## src/rtl/sys_ctrl_pkg.sv

```systemverilog
// Shared definitions for the system controller: command codes, ALU operand
// register addresses and the frame decoder state encoding.
package sys_ctrl_pkg;

   // First byte of each frame selects the command
   localparam logic [7:0] CMD_WR      = 8'hAA;
   localparam logic [7:0] CMD_RD      = 8'hBB;
   localparam logic [7:0] CMD_ALU_OP  = 8'hCC;
   localparam logic [7:0] CMD_ALU_NOP = 8'hDD;

   // Register-file locations that feed the ALU operands
   localparam logic [7:0] REG_A = 8'h00;
   localparam logic [7:0] REG_B = 8'h01;

   // Frame decoder states
   typedef enum logic [3:0] {
      ST_IDLE,
      ST_WR_ADDR,
      ST_WR_DATA,
      ST_RD_ADDR,
      ST_RD_WAIT,
      ST_ALU_A,
      ST_ALU_B,
      ST_ALU_FUN,
      ST_ALU_WAIT,
      ST_PUSH_LO,
      ST_PUSH_HI,
      ST_PUSH_RD
   } state_t;

endpackage

```

## src/rtl/cmd_frame_decoder_if.sv

```systemverilog
// Bus bundle between the command frame decoder and its neighbours: the
// synchronized UART byte stream, the register file, the ALU and the TX FIFO.
// The master modport is the decoder's view; slave is the surrounding system.
interface cmd_frame_decoder_if #(
   parameter int ADDR_WIDTH = 4,
   parameter int DATA_WIDTH = 8
);
   // Received byte stream
   logic [DATA_WIDTH-1:0]   RX_P_DATA;
   logic                    RX_D_VLD;
   // Register file
   logic                    WrEn;
   logic                    RdEn;
   logic [ADDR_WIDTH-1:0]   Address;
   logic [DATA_WIDTH-1:0]   WrData;
   logic [DATA_WIDTH-1:0]   RdData;
   logic                    RdData_Valid;
   // ALU
   logic                    ALU_EN;
   logic [3:0]              ALU_FUN;
   logic [2*DATA_WIDTH-1:0] ALU_OUT;
   logic                    OUT_VALID;
   logic                    CLK_EN;
   // Response FIFO toward UART TX
   logic                    WR_INC;
   logic [DATA_WIDTH-1:0]   WR_DATA;
   logic                    FULL;

   modport master (
      input  RX_P_DATA, RX_D_VLD,
      output WrEn, RdEn, Address, WrData,
      input  RdData, RdData_Valid,
      output ALU_EN, ALU_FUN, CLK_EN,
      input  ALU_OUT, OUT_VALID,
      output WR_INC, WR_DATA,
      input  FULL
   );

   modport slave (
      output RX_P_DATA, RX_D_VLD,
      input  WrEn, RdEn, Address, WrData,
      output RdData, RdData_Valid,
      input  ALU_EN, ALU_FUN, CLK_EN,
      output ALU_OUT, OUT_VALID,
      input  WR_INC, WR_DATA,
      output FULL
   );

endinterface

```

## src/rtl/cmd_frame_decoder.sv

```systemverilog
// Byte-level command frame decoder. Turns UART command frames into register
// file writes/reads and ALU operations, and pushes response bytes (read data
// or the 16-bit ALU result, LSB first) into the TX FIFO. Every output is a
// register; the push group holds its byte on WR_DATA until FULL allows it.
module cmd_frame_decoder
   import sys_ctrl_pkg::*;
#(
   parameter int ADDR_WIDTH = 4,
   parameter int DATA_WIDTH = 8
)(
   input  logic                CLK,
   input  logic                RST,
   cmd_frame_decoder_if.master io_bus
);

   state_t                  r_state;
   state_t                  w_state_next;

   // Registered outputs and their next values
   logic                    r_wr_en,     w_wr_en_next;
   logic                    r_rd_en,     w_rd_en_next;
   logic [ADDR_WIDTH-1:0]   r_address,   w_address_next;
   logic [DATA_WIDTH-1:0]   r_wr_data,   w_wr_data_next;
   logic                    r_alu_en,    w_alu_en_next;
   logic [3:0]              r_alu_fun,   w_alu_fun_next;
   logic                    r_clk_en,    w_clk_en_next;
   logic                    r_wr_inc,    w_wr_inc_next;
   logic [DATA_WIDTH-1:0]   r_fifo_data, w_fifo_data_next;

   // Frame-internal storage: write address and ALU result high byte
   logic [ADDR_WIDTH-1:0]   r_addr_hold, w_addr_hold_next;
   logic [DATA_WIDTH-1:0]   r_alu_hi,    w_alu_hi_next;

   logic                    w_rx_vld;
   logic [DATA_WIDTH-1:0]   w_rx_byte;

   assign w_rx_vld  = io_bus.RX_D_VLD;
   assign w_rx_byte = io_bus.RX_P_DATA;

   assign io_bus.WrEn    = r_wr_en;
   assign io_bus.RdEn    = r_rd_en;
   assign io_bus.Address = r_address;
   assign io_bus.WrData  = r_wr_data;
   assign io_bus.ALU_EN  = r_alu_en;
   assign io_bus.ALU_FUN = r_alu_fun;
   assign io_bus.CLK_EN  = r_clk_en;
   assign io_bus.WR_INC  = r_wr_inc;
   assign io_bus.WR_DATA = r_fifo_data;

   // State register plus the registered outputs; reset aborts any frame
   always_ff @(posedge CLK) begin
      if (RST) begin
         r_state     <= ST_IDLE;
         r_wr_en     <= 1'b0;
         r_rd_en     <= 1'b0;
         r_address   <= '0;
         r_wr_data   <= '0;
         r_alu_en    <= 1'b0;
         r_alu_fun   <= '0;
         r_clk_en    <= 1'b0;
         r_wr_inc    <= 1'b0;
         r_fifo_data <= '0;
         r_addr_hold <= '0;
         r_alu_hi    <= '0;
      end else begin
         r_state     <= w_state_next;
         r_wr_en     <= w_wr_en_next;
         r_rd_en     <= w_rd_en_next;
         r_address   <= w_address_next;
         r_wr_data   <= w_wr_data_next;
         r_alu_en    <= w_alu_en_next;
         r_alu_fun   <= w_alu_fun_next;
         r_clk_en    <= w_clk_en_next;
         r_wr_inc    <= w_wr_inc_next;
         r_fifo_data <= w_fifo_data_next;
         r_addr_hold <= w_addr_hold_next;
         r_alu_hi    <= w_alu_hi_next;
      end
   end

   // Next-state: byte-driven frame walk, then the wait and push groups.
   // In a push state r_wr_inc high means the byte on WR_DATA went out this
   // cycle, so the push group advances.
   always_comb begin
      w_state_next = r_state;
      case (r_state)
         ST_IDLE: begin
            if (w_rx_vld) begin
               case (w_rx_byte)
                  CMD_WR:      w_state_next = ST_WR_ADDR;
                  CMD_RD:      w_state_next = ST_RD_ADDR;
                  CMD_ALU_OP:  w_state_next = ST_ALU_A;
                  CMD_ALU_NOP: w_state_next = ST_ALU_FUN;
                  default:     w_state_next = ST_IDLE;
               endcase
            end
         end
         ST_WR_ADDR:  if (w_rx_vld) w_state_next = ST_WR_DATA;
         ST_WR_DATA:  if (w_rx_vld) w_state_next = ST_IDLE;
         ST_RD_ADDR:  if (w_rx_vld) w_state_next = ST_RD_WAIT;
         ST_RD_WAIT:  if (io_bus.RdData_Valid) w_state_next = ST_PUSH_RD;
         ST_ALU_A:    if (w_rx_vld) w_state_next = ST_ALU_B;
         ST_ALU_B:    if (w_rx_vld) w_state_next = ST_ALU_FUN;
         ST_ALU_FUN:  if (w_rx_vld) w_state_next = ST_ALU_WAIT;
         ST_ALU_WAIT: if (io_bus.OUT_VALID) w_state_next = ST_PUSH_LO;
         ST_PUSH_LO:  if (r_wr_inc) w_state_next = ST_PUSH_HI;
         ST_PUSH_HI:  if (r_wr_inc) w_state_next = ST_IDLE;
         ST_PUSH_RD:  if (r_wr_inc) w_state_next = ST_IDLE;
         default:     w_state_next = ST_IDLE;
      endcase
   end

   // Output logic: strobes default low, data buses hold their last values.
   // A pending push is offered whenever FULL is low; the byte stays stable.
   always_comb begin
      w_wr_en_next     = 1'b0;
      w_rd_en_next     = 1'b0;
      w_alu_en_next    = 1'b0;
      w_clk_en_next    = 1'b0;
      w_wr_inc_next    = 1'b0;
      w_address_next   = r_address;
      w_wr_data_next   = r_wr_data;
      w_alu_fun_next   = r_alu_fun;
      w_fifo_data_next = r_fifo_data;
      w_addr_hold_next = r_addr_hold;
      w_alu_hi_next    = r_alu_hi;
      case (r_state)
         ST_WR_ADDR: begin
            if (w_rx_vld) w_addr_hold_next = w_rx_byte[ADDR_WIDTH-1:0];
         end
         ST_WR_DATA: begin
            if (w_rx_vld) begin
               w_wr_en_next   = 1'b1;
               w_address_next = r_addr_hold;
               w_wr_data_next = w_rx_byte;
            end
         end
         ST_RD_ADDR: begin
            if (w_rx_vld) begin
               w_rd_en_next   = 1'b1;
               w_address_next = w_rx_byte[ADDR_WIDTH-1:0];
            end
         end
         ST_RD_WAIT: begin
            if (io_bus.RdData_Valid) begin
               w_fifo_data_next = io_bus.RdData;
               w_wr_inc_next    = ~io_bus.FULL;
            end
         end
         ST_ALU_A: begin
            if (w_rx_vld) begin
               w_wr_en_next   = 1'b1;
               w_address_next = REG_A[ADDR_WIDTH-1:0];
               w_wr_data_next = w_rx_byte;
            end
         end
         ST_ALU_B: begin
            if (w_rx_vld) begin
               w_wr_en_next   = 1'b1;
               w_address_next = REG_B[ADDR_WIDTH-1:0];
               w_wr_data_next = w_rx_byte;
            end
         end
         ST_ALU_FUN: begin
            if (w_rx_vld) begin
               w_alu_fun_next = w_rx_byte[3:0];
               w_alu_en_next  = 1'b1;
               w_clk_en_next  = 1'b1;
            end
         end
         ST_ALU_WAIT: begin
            // Gate stays open until the result arrives, closes the cycle after
            w_clk_en_next = ~io_bus.OUT_VALID;
            if (io_bus.OUT_VALID) begin
               w_alu_hi_next    = io_bus.ALU_OUT[2*DATA_WIDTH-1:DATA_WIDTH];
               w_fifo_data_next = io_bus.ALU_OUT[DATA_WIDTH-1:0];
               w_wr_inc_next    = ~io_bus.FULL;
            end
         end
         ST_PUSH_LO: begin
            // Once the low byte is out, present the high byte immediately
            if (r_wr_inc) w_fifo_data_next = r_alu_hi;
            w_wr_inc_next = ~io_bus.FULL;
         end
         ST_PUSH_HI, ST_PUSH_RD: begin
            if (!r_wr_inc) w_wr_inc_next = ~io_bus.FULL;
         end
         default: begin
         end
      endcase
   end

endmodule
```

## src/flat_wrapper.sv

```systemverilog
// flat-port wrapper written by rule: the top's interface ports become plain ports
module cmd_frame_decoder_flat import sys_ctrl_pkg::*;
#(
   parameter int ADDR_WIDTH = 4,
   parameter int DATA_WIDTH = 8
)
  (CLK, RST, io_bus_RX_P_DATA, io_bus_RX_D_VLD, io_bus_WrEn, io_bus_RdEn, io_bus_Address, io_bus_WrData, io_bus_RdData, io_bus_RdData_Valid, io_bus_ALU_EN, io_bus_ALU_FUN, io_bus_CLK_EN, io_bus_ALU_OUT, io_bus_OUT_VALID, io_bus_WR_INC, io_bus_WR_DATA, io_bus_FULL);
  cmd_frame_decoder_if #(.ADDR_WIDTH(ADDR_WIDTH), .DATA_WIDTH(DATA_WIDTH)) io_bus_i ();
  input  logic CLK;
  input  logic RST;
  input wire logic [$bits(io_bus_i.RX_P_DATA)-1:0] io_bus_RX_P_DATA;
  input wire logic [$bits(io_bus_i.RX_D_VLD)-1:0] io_bus_RX_D_VLD;
  output wire logic [$bits(io_bus_i.WrEn)-1:0] io_bus_WrEn;
  output wire logic [$bits(io_bus_i.RdEn)-1:0] io_bus_RdEn;
  output wire logic [$bits(io_bus_i.Address)-1:0] io_bus_Address;
  output wire logic [$bits(io_bus_i.WrData)-1:0] io_bus_WrData;
  input wire logic [$bits(io_bus_i.RdData)-1:0] io_bus_RdData;
  input wire logic [$bits(io_bus_i.RdData_Valid)-1:0] io_bus_RdData_Valid;
  output wire logic [$bits(io_bus_i.ALU_EN)-1:0] io_bus_ALU_EN;
  output wire logic [$bits(io_bus_i.ALU_FUN)-1:0] io_bus_ALU_FUN;
  output wire logic [$bits(io_bus_i.CLK_EN)-1:0] io_bus_CLK_EN;
  input wire logic [$bits(io_bus_i.ALU_OUT)-1:0] io_bus_ALU_OUT;
  input wire logic [$bits(io_bus_i.OUT_VALID)-1:0] io_bus_OUT_VALID;
  output wire logic [$bits(io_bus_i.WR_INC)-1:0] io_bus_WR_INC;
  output wire logic [$bits(io_bus_i.WR_DATA)-1:0] io_bus_WR_DATA;
  input wire logic [$bits(io_bus_i.FULL)-1:0] io_bus_FULL;
  assign io_bus_i.RX_P_DATA = io_bus_RX_P_DATA;
  assign io_bus_i.RX_D_VLD = io_bus_RX_D_VLD;
  assign io_bus_WrEn = io_bus_i.WrEn;
  assign io_bus_RdEn = io_bus_i.RdEn;
  assign io_bus_Address = io_bus_i.Address;
  assign io_bus_WrData = io_bus_i.WrData;
  assign io_bus_i.RdData = io_bus_RdData;
  assign io_bus_i.RdData_Valid = io_bus_RdData_Valid;
  assign io_bus_ALU_EN = io_bus_i.ALU_EN;
  assign io_bus_ALU_FUN = io_bus_i.ALU_FUN;
  assign io_bus_CLK_EN = io_bus_i.CLK_EN;
  assign io_bus_i.ALU_OUT = io_bus_ALU_OUT;
  assign io_bus_i.OUT_VALID = io_bus_OUT_VALID;
  assign io_bus_WR_INC = io_bus_i.WR_INC;
  assign io_bus_WR_DATA = io_bus_i.WR_DATA;
  assign io_bus_i.FULL = io_bus_FULL;
  cmd_frame_decoder #(.ADDR_WIDTH(ADDR_WIDTH), .DATA_WIDTH(DATA_WIDTH)) u_core (.CLK(CLK), .RST(RST), .io_bus(io_bus_i));
endmodule
```

## config.mk

```make
export PLATFORM = sky130hd
export DESIGN_NAME = cmd_frame_decoder_flat
export DESIGN_NICKNAME = d
export VERILOG_FILES = /design/src/rtl/sys_ctrl_pkg.sv /design/src/rtl/cmd_frame_decoder_if.sv /design/src/rtl/cmd_frame_decoder.sv /design/src/flat_wrapper.sv
export SDC_FILE = /design/constraint.sdc
export NUM_CORES = 1
export LEC_CHECK = 0
export BUFFER_PORTS_ARGS = -buffer_cell sky130_fd_sc_hd__buf_2
export CORE_MARGIN = 2
export CORE_UTILIZATION = 48
export CTS_BUF_LIST = sky130_fd_sc_hd__clkbuf_4 sky130_fd_sc_hd__clkbuf_8
export CTS_CLUSTER_SIZE = 10
export DETAILED_ROUTE_END_ITERATION = 7
export MAX_ROUTING_LAYER = met4
export PLACE_DENSITY = 0.84
export SLEW_MARGIN = 20
export SYNTH_ARGS = -nofsm -noshare
export SYNTH_HDL_FRONTEND = slang
export SYNTH_SLANG_ARGS = --single-unit
```

## constraint.sdc

```tcl
create_clock -name CLK -period 1.6 [get_ports CLK]
set_input_delay 0.08 -clock CLK [delete_from_list [all_inputs] [get_ports CLK]]
set_output_delay 0.08 -clock CLK [all_outputs]
set_load 0.02 [all_outputs]
```

==> flow_summary_export.csv <==
group,metric,value,unit
timing,tightestPinTransition,0.471,ns
cells_and_area,num-fill-cells,348,
synth,netlist_instances,250,
cts,clkLatencyLatePin,0.30,ns
die,initial_core_util,49.7,%
timing,rsz0062_at_grt,"true",
critical_path,regToRegEndpoint,"u_core.r_state[0]",
critical_path,critPathMaxStageDelay,0.49,ns
die,die_w,73.7,um
cells_and_area,drive_gt1_share,40.4,%
route,initialDrtViolationCount,366,
min_path,hp-class,"primary input to flop",
cells_and_area,final_area,3110,um^2
power_and_ir_drop,seqPwrFrac,51.1,%
grt,grt.overflow.total,0,
cells_and_area,final_common_cell,"buf_2",
timing,final-hold-violation-count,0,
synth,synthArstFlopShare,0,%
critical_path,critPathCaptureType,"flop",
grt,grt_max_degree,32,
synth,synth_area,2330,um^2
place,place_ws,-0.0374,ns
cts,cts_made_buffers,5,
place,io_buffers,66,
cts,path_clk_slew,0.08,ns
place,post-dp-hpwl,4410,um
route,wire_per_inst,17.1,um
min_path,hold_depth,3,
grt,grt_first_pass_wirelength,9760,um
job,max-cap-violations,0,
min_path,worstHoldStart,"io_bus_ALU_OUT[12]",
route,routed_via_density,6.02,
cells_and_area,final_cell_mix,"buf_2 (66), dfxtp_1 (41), nor2_1 (35), mux2i_1 (32), buf_4 (27)",
timing,clock-skew-final,0.00739,ns
place,gp_routability_congestion,0.968,
power_and_ir_drop,power.leakage,1.38,nW
timing,finalCritPeriodShare,101,%
power_and_ir_drop,p_int,1.72,mW
power_and_ir_drop,powerDensity,704,nW/um^2
synth,synth_top_area_share,38.7,%
synth,yosys_most_used_dff,"dfxtp_1",
power_and_ir_drop,sw_frac_of_total,21.3,%
grt,grt_pass1_vias,2121,
timing,setup_slack,-0.0166,ns
critical_path,r2r_slack,-0.02,ns
synth,synth-edff-count,0,
critical_path,reg2reg_depth,5,
power_and_ir_drop,peakVddDrop,515,uV
timing,fmax,619,MHz
synth,ys_seq_area_share,38.7,%
route,drc_errors,0,
timing,relSlewSlack,68.4,%
route,via_count,2354,
route,ant_nets,0,
critical_path,r2r_start,"u_core.r_state[3]",
critical_path,critPathSlowestCell,"or4_1",
synth,yosysTopAreaCell,"dfxtp_1",
critical_path,arrival,1.82,ns
synth,yosysWarnings,0,
cells_and_area,antennaDiodeCount,0,
run_status,violations,"setup timing",
cts,clock_sinks,45,
grt,track_usage,23.7,%
die,die_h,73.7,um
critical_path,worstPathMaxFanout,8,
place,placed_cell_area,2840,um^2
route,firstDrtPassIters,5,
power_and_ir_drop,power_frac_comb,7.9,%
min_path,holdPathEnd,"u_core.r_alu_hi[4]",
power_and_ir_drop,switchingPower,467,uW
cts,cts_root_buf,"clkbuf_8",
die,pin_count,67,
critical_path,start_kind,"flop",
die,core.rowCount,25,
critical_path,crit_required,1.81,ns
cells_and_area,area_growth,33.6,%
critical_path,path_class,"flop to flop",
synth,syn-num-nets,288,
die,die_area,5430,um^2
timing,fin_crit,1.62,ns
cells_and_area,final_nets,374,
cts,cts_tree,"built",
timing,drv_slew,0,
synth,synthTopCellsByArea,"dfxtp_1 (39%), mux2i_1 (14%), nor2_1 (5.6%)",
timing,worst_hold_slack,0.0136,ns
critical_path,crit_chain,"buf_4, nor2b_2, a211oi_1, or4_1, o211ai_1",
synth,yosys.cell_types.count,52,
cts,htreeDepth,2,
power_and_ir_drop,p_clk_share,41.0,%
run_status,outcome,"finished, violations left",
synth,synth_area_per_cell,9.32,um^2
grt,antenna_found_initial,0,
synth,ys_seq_elements,45,
cts,clockBufferDepth,2,
timing,finalSetupViolCount,2,
die,coreArea,4690,um^2
route,routed_wl,6680,um
==> worst max-delay path by stage <==
stage / start / endpoint / slack, ns / depth (start not counted)
4_1_cts: u_core.r_state[2] / u_core.r_state[0] / 0.01 / 5
6_report: u_core.r_state[3] / u_core.r_state[0] / -0.02 / 5
2_1_floorplan: u_core.r_state[2] / u_core.io_bus.WR_DATA[6] / 0.05 / 6
5_1_grt: u_core.r_state[3] / u_core.r_state[0] / -0.08 / 5
3_3_place_gp: u_core.r_state[2] / u_core.r_state[0] / -0.01 / 5
3_5_place_dp: u_core.r_state[2] / u_core.r_state[0] / -0.04 / 5
==> synth_stat cells, types with 2 or more instances <==
cell,number
o211ai_1,3
buf_6,4
inv_1,2
mux2_2,8
xnor2_1,2
a221oi_1,3
nand3_1,3
and2_1,2
mux2i_1,32
clkbuf_1,6
or4bb_1,2
nor3b_1,3
nor2b_1,3
o22ai_1,2
a21oi_1,13
buf_1,2
buf_2,7
or4_1,9
o21ai_0,4
buf_4,3
nand2_1,4
o31ai_1,9
o21bai_1,2
dfxtp_1,45
a211oi_1,3
a22o_1,3
o2111ai_1,2
nand2b_1,5
o21a_1,2
nor3_1,6
nor2_1,35
==> critical path: cells and delay by family (launching register included) <==
family                 cells  cell delay [ns]
buffers and inverters      1             0.17
AND/OR/NAND/NOR            2             0.72
flip-flops                 1             0.38
AO/OA/AOI/OAI              2             0.25
==> flip-flops by register name (all words and copies together) (netlist names) <==
register / cells
u_core.io_bus.ALU_EN: 1
u_core.io_bus.WR_DATA: 8
u_core.io_bus.ALU_FUN: 4
u_core.io_bus.CLK_EN: 1
u_core.io_bus.RdEn: 1
u_core.io_bus.WrData: 8
u_core.io_bus.Address: 4
u_core.io_bus.WrEn: 1
u_core.r_state: 4
u_core.r_alu_hi: 8
u_core.r_addr_hold: 4
u_core.io_bus.WR_INC: 1
==> per-layer routing <==
metal | up-vias | share of wire [%] | GRT usage (%)
met3 | 28 | 7.6 | 4.12
met5 | - | 0 | -
li1 | 1091 | - | -
met2 | 135 | 47 | 36.9
met1 | 1100 | 43 | 30.6
met4 | 0 | 2.7 | 9.29
==> per-stage QoR <==
stage | utilization [%] | total power [mW] | setup TNS, ns | std cells
global placement | 60.6 | 1.31 | -0.0108 | 376
finish | 66.3 | 2.19 | -0.0226 | 391
floorplan | - | 1.22 | 0 | 250
CTS | 63.6 | 2.20 | 0 | 385
global route | 66.3 | 2.24 | -0.139 | 391
detailed placement | 60.6 | 1.31 | -0.136 | 376
==> cell families after synthesis <==
family                 count (synthesis)  share of synthesized area, %
AND/OR/NAND/NOR                       82                          19.2
XOR/XNOR                               3                          1.13
multiplexers                          40                          17.6
buffers and inverters                 24                          6.01
AO/OA/AOI/OAI                         56                          17.3
flip-flops                            45                          38.7
==> cell type report <==
class                   count  area, um^2  share of cell area (%)
flip-flops and latches     45         916                    29.4
well taps                  54        67.6                    2.17
clock buffers               7        90.1                    2.90
inverters                   2        7.51                   0.241
multi-input cells         182        1350                    43.4
clock inverters             1        30.0                   0.965
repair buffers            100         651                    20.9
==> repair_timing <==
item	in CTS	in global routing
endpoints found under the setup margin	27	26
pin swaps	0	3
hold buffers	1	0
gates cloned	0	2
hold endpoints to repair	1	0
resized for setup	6	17
setup buffers	0	4
==> power by group through the flow <==
stage          combinational (mW)  clock (mW)  sequential (mW)
2_1_floorplan              0.0720           0             1.15
3_3_place_gp                0.155           0             1.15
3_5_place_dp                0.158           0             1.15
4_1_cts                     0.162       0.918             1.12
5_1_grt                     0.186       0.936             1.12
6_report                    0.173       0.899             1.12
(Power assumes the default switching activity.)
